--- config.mk ---
export PLATFORM = sky130hd
export DESIGN_NAME = hh_spike_detector
export DESIGN_NICKNAME = d
export VERILOG_FILES = /design/src/rtl/hh_spike_detector.sv
export SDC_FILE = /design/constraint.sdc
export NUM_CORES = 1
export LEC_CHECK = 0
export ABC_AREA = 0
export CAP_MARGIN = 20
export CORE_UTILIZATION = 49
export DETAILED_ROUTE_END_ITERATION = 10
export HOLD_SLACK_MARGIN = 0.12
export PLACE_DENSITY = 0.82
export SLEW_MARGIN = 20
export SYNTH_ARGS = -nofsm -noshare
export SYNTH_HDL_FRONTEND = slang
export SYNTH_SLANG_ARGS = --single-unit
--- constraint.sdc ---
create_clock -name clk -period 2.2 [get_ports clk]
set_clock_uncertainty 0.15 [all_clocks]
set_input_delay 0.33 -clock clk [delete_from_list [all_inputs] [get_ports clk]]
set_output_delay 0.33 -clock clk [all_outputs]
set_load 0.02 [all_outputs]
--- src/rtl/hh_spike_detector.sv ---
// rtl/hh_spike_detector.sv - action potential detector for the Hodgkin-Huxley core voltage
//
// Purpose: watches the signed Q9.5 membrane voltage and reports spikes. It
// detects a threshold crossing, re-arms with hysteresis, and then applies an
// absolute refractory window. For each spike it reports a count, the peak
// voltage and the inter-spike interval.
//
// Ports:
//   clk          system clock
//   rst_n        asynchronous active-low reset
//   v_in         membrane voltage, signed Q9.5
//   v_valid      v_in qualifier; unqualified samples are ignored
//   enable       detection enable (gates only the BELOW->ABOVE crossing)
//   clear        synchronous clear of counters/status, highest priority
//   spike        one-cycle pulse per detected crossing
//   spike_count  saturating spike counter
//   overflow     sticky: spike seen while spike_count was saturated
//   isi          last inter-spike interval in cycles
//   isi_valid    one-cycle pulse when isi updates
//   peak_v       peak v_in of the last completed spike
//   state        FSM state: 0 BELOW, 1 ABOVE, 2 REFRACT

module hh_spike_detector #(
  parameter int W           = 14,
  parameter int THRESH      = 0,
  parameter int HYST        = 320,
  parameter int REFRACT_CYC = 16,
  parameter int CNT_W       = 8,
  parameter int ISI_W       = 16
) (
  input  logic             clk,
  input  logic             rst_n,
  input  logic [W-1:0]     v_in,
  input  logic             v_valid,
  input  logic             enable,
  input  logic             clear,
  output logic             spike,
  output logic [CNT_W-1:0] spike_count,
  output logic             overflow,
  output logic [ISI_W-1:0] isi,
  output logic             isi_valid,
  output logic [W-1:0]     peak_v,
  output logic [1:0]       state
);

  typedef enum logic [1:0] {
    ST_BELOW   = 2'd0,
    ST_ABOVE   = 2'd1,
    ST_REFRACT = 2'd2
  } state_t;

  localparam int RC_W = (REFRACT_CYC > 1) ? $clog2(REFRACT_CYC + 1) : 1;

  // Threshold and re-arm level carried at W+1 bits so THRESH-HYST cannot wrap.
  localparam logic signed [W:0]     THR_X   = (W+1)'(THRESH);
  localparam logic signed [W:0]     REARM_X = (W+1)'(THRESH - HYST);
  localparam logic [RC_W-1:0]       RC_LOAD = RC_W'(REFRACT_CYC);
  localparam logic [CNT_W-1:0]      CNT_MAX = {CNT_W{1'b1}};
  localparam logic [ISI_W-1:0]      ISI_MAX = {ISI_W{1'b1}};

  state_t                 state_q, state_d;
  logic                   spike_q, spike_d;
  logic [CNT_W-1:0]       count_q, count_d;
  logic                   overflow_q, overflow_d;
  logic [ISI_W-1:0]       isi_q, isi_d;
  logic                   isi_valid_q, isi_valid_d;
  logic [W-1:0]           peak_v_q, peak_v_d;
  logic signed [W-1:0]    peak_trk_q, peak_trk_d;
  logic [ISI_W-1:0]       isi_tmr_q, isi_tmr_d;
  logic                   have_prev_q, have_prev_d;
  logic [RC_W-1:0]        rc_q, rc_d;

  logic signed [W:0]      v_x;
  logic                   above_thr;
  logic                   below_rearm;
  logic                   crossing;
  logic [ISI_W-1:0]       tmr_inc;

  assign v_x         = $signed({v_in[W-1], v_in});
  assign above_thr   = (v_x >= THR_X);
  assign below_rearm = (v_x < REARM_X);
  assign crossing    = (state_q == ST_BELOW) && v_valid && enable && above_thr;
  assign tmr_inc     = (isi_tmr_q == ISI_MAX) ? isi_tmr_q : (isi_tmr_q + ISI_W'(1));

  always_comb begin
    state_d     = state_q;
    spike_d     = 1'b0;
    count_d     = count_q;
    overflow_d  = overflow_q;
    isi_d       = isi_q;
    isi_valid_d = 1'b0;
    peak_v_d    = peak_v_q;
    peak_trk_d  = peak_trk_q;
    isi_tmr_d   = tmr_inc;
    have_prev_d = have_prev_q;
    rc_d        = rc_q;

    case (state_q)
      ST_BELOW: begin
        if (crossing) begin
          state_d     = ST_ABOVE;
          peak_trk_d  = $signed(v_in);
          spike_d     = 1'b1;
          if (count_q == CNT_MAX) begin
            overflow_d = 1'b1;
          end else begin
            count_d = count_q + CNT_W'(1);
          end
          // The timer still holds (t1 - t0 - 1) here, so +1 gives the interval.
          if (have_prev_q) begin
            isi_d       = tmr_inc;
            isi_valid_d = 1'b1;
          end
          have_prev_d = 1'b1;
          isi_tmr_d   = '0;
        end
      end

      ST_ABOVE: begin
        if (v_valid) begin
          if (below_rearm) begin
            peak_v_d = peak_trk_q;
            if (REFRACT_CYC == 0) begin
              state_d = ST_BELOW;
            end else begin
              state_d = ST_REFRACT;
              rc_d    = RC_LOAD;
            end
          end else if ($signed(v_in) > peak_trk_q) begin
            peak_trk_d = $signed(v_in);
          end
        end
      end

      ST_REFRACT: begin
        // Counts real time, not samples; <=1 also covers a counter left at 0.
        rc_d = rc_q - RC_W'(1);
        if (rc_q <= RC_W'(1)) begin
          state_d = ST_BELOW;
          rc_d    = '0;
        end
      end

      default: begin
        state_d = ST_BELOW;
        rc_d    = '0;
      end
    endcase

    if (clear) begin
      state_d     = ST_BELOW;
      spike_d     = 1'b0;
      count_d     = '0;
      overflow_d  = 1'b0;
      isi_d       = '0;
      isi_valid_d = 1'b0;
      peak_v_d    = '0;
      isi_tmr_d   = '0;
      have_prev_d = 1'b0;
      rc_d        = '0;
    end
  end

  always_ff @(posedge clk or negedge rst_n) begin
    if (!rst_n) begin
      state_q     <= ST_BELOW;
      spike_q     <= 1'b0;
      count_q     <= '0;
      overflow_q  <= 1'b0;
      isi_q       <= '0;
      isi_valid_q <= 1'b0;
      peak_v_q    <= '0;
      peak_trk_q  <= '0;
      isi_tmr_q   <= '0;
      have_prev_q <= 1'b0;
      rc_q        <= '0;
    end else begin
      state_q     <= state_d;
      spike_q     <= spike_d;
      count_q     <= count_d;
      overflow_q  <= overflow_d;
      isi_q       <= isi_d;
      isi_valid_q <= isi_valid_d;
      peak_v_q    <= peak_v_d;
      peak_trk_q  <= peak_trk_d;
      isi_tmr_q   <= isi_tmr_d;
      have_prev_q <= have_prev_d;
      rc_q        <= rc_d;
    end
  end

  assign spike       = spike_q;
  assign spike_count = count_q;
  assign overflow    = overflow_q;
  assign isi         = isi_q;
  assign isi_valid   = isi_valid_q;
  assign peak_v      = peak_v_q;
  assign state       = state_q;

endmodule

Word-level counts from Yosys, hierarchy flattened
Cells that the tools add are included.

storage, ports and cells
  flip-flop bits (word level) = 79
  bits of input ports = 19
  output and inout port bits = 43
  logic and storage cells = 98

operators by class
  add/subtract/negate cells = 3
  magnitude comparators = 4
  equality and inequality tests = 14
  mux-type cells = 46
  reductions and logical operators = 20

operator list
  operator                                                                               count
  16-bit 2-to-1 mux                                                                      8
  14-bit 2-to-1 mux                                                                      8
  8-bit 2-to-1 mux                                                                       4
  14-bit one-hot mux with 2 select lines                                                 1
  5-bit 2-to-1 mux                                                                       4
  16-bit by 1-bit adder with 16-bit output (second input constant)                       1
  16-bit == test (second input constant)                                                 1
  2-bit nonzero test                                                                     8
  5-bit one-hot mux with 3 select lines                                                  1
  3-bit AND reduction                                                                    5
  14-bit by 1-bit greater-or-equal comparator with 1-bit output (second input constant)  1
  14-bit > comparator                                                                    1
  14-bit by 10-bit less-than comparator with 1-bit output (second input constant)        1
  1-bit 2-to-1 mux                                                                       14
  2-bit inequality test (second input constant)                                          6
  3-bit inequality test (second input constant)                                          4
  2-bit 2-to-1 mux                                                                       5
  8-bit by 1-bit adder with 8-bit output (second input constant)                         1
  8-bit == test (second input constant)                                                  1
  2-bit one-hot mux with 3 select lines                                                  1
  5-bit by 1-bit less-or-equal comparator with 1-bit output (second input constant)      1
  5-bit AND reduction                                                                    1
  5-bit by 1-bit subtractor with 5-bit output (second input constant)                    1
  4-bit AND reduction                                                                    1
  other kinds (5)                                                                        7

Longest topological paths before layout
  word-level depth = 7
  gate-level depth with buffers = 9
  gate-level depth less buffers = 7

Worst setup path before layout
Ideal clock, no wire load.

  kind = register -> register
  start = reg state_q[0] (netlist: state[0])
  end = reg peak_trk_q[10]
  library setup time = 0.125 ns
  arrival = 2.064 ns
  required time = 1.925 ns
  slack = -0.139 ns
  cell stages (with the launch flop) = 9
  buffers on the path = 2
  clock period less this slack = 2.339 ns
  path through = dfrtp_1 -> inv_1 -> ha_1 -> buf_2 -> a221oi_1 -> a31oi_1 -> a21oi_2 -> buf_6 -> mux2_4

on the way
  word-level cells in the longest chain between the ends = 6
  elaborated cells between the ends (all ways) = 12
  those cells by class = 5 x eq/ne; 1 x mux; 6 x reduce/logical

RTL lines
  element                                 RTL line  RTL
  start: declaration                      61        state_t state_q, state_d;
  start signal: assignment                178       state_q <= state_d;
  2-bit logical NOT                       82, 98
  1-bit logical AND (3 in series)         82        assign crossing = (state_q == ST_BELOW) && v_valid && enable && above_thr;
  2-bit inequality test (no source line)  -
  5-bit AND reduction (no source line)    -
  end signal: assignment                  185       peak_trk_q <= peak_trk_d;
  end: declaration                        68        logic signed [W-1:0] peak_trk_q, peak_trk_d;

Several ways; a longest one is shown, not always the timed one.
A chain may end at the register's enable or synchronous reset.

Worst setup path after layout
  start = reg peak_trk_q[6]
  end = reg peak_trk_q[1]

on the way
  word-level cells in the longest chain between the ends = 3

RTL lines
  element                                 RTL line  RTL
  14-bit > comparator                     129       end else if ($signed(v_in) > peak_trk_q) begin
  2-bit inequality test (no source line)  -
  5-bit AND reduction (no source line)    -

No other way between the ends.

==> results.json <==
{
  "slowest_delay_ps": 580,
  "vias_per_cell": 5.60,
  "layout_min_cycle_time_ps": 2450,
  "async_flop_share_pct": 100,
  "timing.hold.ws_ps": 148,
  "wl_per_cell_um": 16.7,
  "cp_top_family": "simple AND/OR/NAND/NOR gates",
  "finalSetupViolations": 14,
  "pwr-share-comb_pct": 38.8,
  "gp_congestion": 0.878,
  "fin_ws_ps": -252,
  "reg2reg_from": "peak_trk_q[6]$_DFFE_PN0P_",
  "syn_nets": 429,
  "cap_violations": 0,
  "tritoncts": "done",
  "diodes": 0,
  "p_per_area_mw_per_mm2": 847,
  "critPathBufInv": 1,
  "slowest_stage": "or4_4",
  "rsz0062_at_grt": "true",
  "pwr-share-seq_pct": 36.6,
  "hpwl_um": 6830,
  "core-area_mm2": 0.00789,
  "total_power_mw": 4.80,
  "drt_iter0_markers": 141,
  "clk_path_buf_depth": 2,
  "drc": 0,
  "synth_top_cell_by_area": "dfrtp_1",
  "hp-class": "in -> reg",
  "grt_pass1_vias": 3464,
  "die-area_mm2": 0.00872,
  "cts_made_buffers": 9,
  "portBuffers": 61,
  "placed_cells": 593,
  "slew_viol_final": 0,
  "drive_gt1_share_pct": 23.4,
  "critPathRequiredTime_ps": 2290,
  "nFillCells": 503,
  "worstHoldStart": "v_in[0]",
  "ir_worst_vdd_mv": 0.487,
  "initial_core_util_pct": 51.9,
  "path_class": "reg -> reg",
  "grt_max_degree": 41,
  "timing.rr.end": "peak_trk_q[1]$_DFFE_PN0P_",
  "synth_cells": 388,
  "die-height_um": 93.4,
  "violations": "negative setup slack",
  "slew_headroom_pct": 65.1,
  "rr_worst_depth": 7,
  "syn_area_mm2": 0.00409,
  "synth.area.top_cells": "dfrtp_1 48%, ha_1 6.7%, nor2_1 5.9%, mux2i_1 4.6%, mux2_4 3.7%",
  "swShare_pct": 31.7,
  "final_util_pct": 71.9,
  "layout_commonest_cell": "dfrtp_1",
  "htree_levels": 3,
  "syn2layout_area_growth_pct": 38.5,
  "holdPathEnd": "peak_trk_q[0]$_DFFE_PN0P_",
  "nets": 552,
  "leakage_nw": 2.65,
  "first_pass_iters": 4,
  "power.internal_mw": 3.28,
  "seqCellArea_mm2": 0.00198,
  "clkSinkCount": 79,
  "hold_depth": 2,
  "critPathLaunchType": "flop",
  "final_cell_mix": "77 x dfrtp_1, 62 x nor2_1, 62 x buf_4, 53 x clkdlybuf4s50_1, 20 x inv_1",
  "dpl_cell_area_mm2": 0.00525,
  "ant_nets": 0,
  "synth.distinct_cells": 58,
  "synthFlopType": "dfrtp_1",
  "path_max_fanout": 7,
  "worst_setup_path_end_kind": "flop",
  "path_cells": "inv_1, ha_1, nand4_1, or4_4, a31oi_4, a21oi_4, mux2_4",
  "switching_power_mw": 1.52,
  "synth_edf_count": 0,
  "cp.arrival_ps": 2540,
  "r2r_setup_slack_ps": -250,
  "clkPwrFrac_pct": 24.7,
  "fmax_mhz": 408,
  "syn_area_per_cell_um2": 10.5,
  "finalHoldViolations": 0,
  "fin_crit_sh_pct": 111,
  "worstMarginPinSlew_ps": 523,
  "drt-total-wl_um": 10300,
  "ys_seq_area_share_pct": 48.3,
  "track_usage_pct": 24.0,
  "root_buffer": "clkbuf_8",
  "multi_input_area_mm2": 0.00211,
  "grt_overflow_total": 0,
  "worstSkewPairLatency_ps": 360,
  "synth-seq-cells": 79,
  "yosys_warnings": 0,
  "status": "finished, violations left",
  "via_count": 3458,
  "io_pins": 62,
  "die_x_um": 93.4,
  "rows": 32,
  "grt_pass1_wl_um": 16200,
  "stdcell_area_mm2": 0.00567,
  "stdcell_count": 618,
  "antenna_found_initial": 0,
  "yosysTopAreaCellShare_pct": 48.3,
  "clk_pin_slew_ps": 80
}
[flip-flops by register name, indices dropped and copies added, names as in the netlist]
register / cells
overflow: 1
state: 2
peak_trk_q: 14
isi: 16
peak_v: 14
rc_q: 5
isi_valid: 1
spike: 1
isi_tmr_q: 16
spike_count: 8
have_prev_q: 1
[what timing repair did]
item / in CTS / in global routing
pin swaps: 6 / 7
gates resized for setup: 12 / 15
endpoints found under the setup margin: 13 / 29
hold buffers: 1 / 0
setup buffers: 1 / 6
cloned: 1 / 0
hold endpoints to repair: 39 / 0
[cells in the mapped netlist, types with 8 or more instances]
cell type  instances
a211oi_1           9
a21oi_1           12
clkbuf_1          10
dfrtp_1           79
ha_1              22
inv_1             23
mux2_4            10
mux2i_1           19
nand2_1           12
nand3_1            8
nor2_1            64
nor3_1             8
xnor2_1           10
[worst max path at each step]
stage,startpoint,to,slack (ps),cells after the start
finish,peak_trk_q[6]$_DFFE_PN0P_,peak_trk_q[1]$_DFFE_PN0P_,-250,7
global route,peak_trk_q[6]$_DFFE_PN0P_,peak_trk_q[7]$_DFFE_PN0P_,-280,7
CTS,peak_trk_q[11]$_DFFE_PN0P_,peak_trk_q[0]$_DFFE_PN0P_,-210,7
detailed placement,v_in[9],peak_trk_q[1]$_DFFE_PN0P_,-820,8
global placement,v_in[9],peak_trk_q[2]$_DFFE_PN0P_,-750,8
floorplan,peak_trk_q[8]$_DFFE_PN0P_,peak_trk_q[10]$_DFFE_PN0P_,-40,8
[power by group through the flow]
stage	registers (mW)	logic [mW]	clock network [mW]
final	1.76	1.86	1.19
after global routing	1.77	2.00	1.26
after CTS	1.75	1.70	1.19
after detailed placement	1.77	1.59	0
after global placement	1.76	1.52	0
after floorplan	1.81	0.798	0
[per-stage QoR]
stage | setup WS (ps) | setup TNS, ps
2_1_floorplan | -43.1 | -431
3_3_place_gp | -750 | -12640
3_5_place_dp | -819 | -13950
4_1_cts | -207 | -2500
5_1_grt | -278 | -3430
6_report | -252 | -3060
[per-layer routing]
| layer | global-route usage [%] | vias to the layer above | share of wire, % |
|---|---|---|---|
| met5 | 0 | - | 0 |
| met4 | 11.5 | 0 | 2.0 |
| met3 | 3.01 | 18 | 4.4 |
| met2 | 40.1 | 99 | 52 |
| met1 | 31.0 | 1721 | 41 |
| li1 | - | 1620 | - |
[final cells by class]
class	count	area share, %
Clock buffer	11	2.32
Clock inverter	5	1.43
Inverter	23	1.52
Multi-Input combinational cell	271	37.2
Sequential cell	79	34.9
Tap cell	102	2.25
Timing Repair Buffer	127	20.3
[cell families (layout without fill, tap and decap cells)]
family | count (synthesis) | in the layout | share of synthesized area, %
simple gates | 141 | 141 | 18.1
buf+inv | 39 | 166 | 3.94
mux | 33 | 33 | 9.42
flops | 79 | 79 | 48.3
xor+xnor | 17 | 17 | 3.64
fa+ha+maj | 22 | 22 | 6.73
compound gates | 57 | 58 | 9.87
No activity file was read; power rests on OpenSTA's default activity.
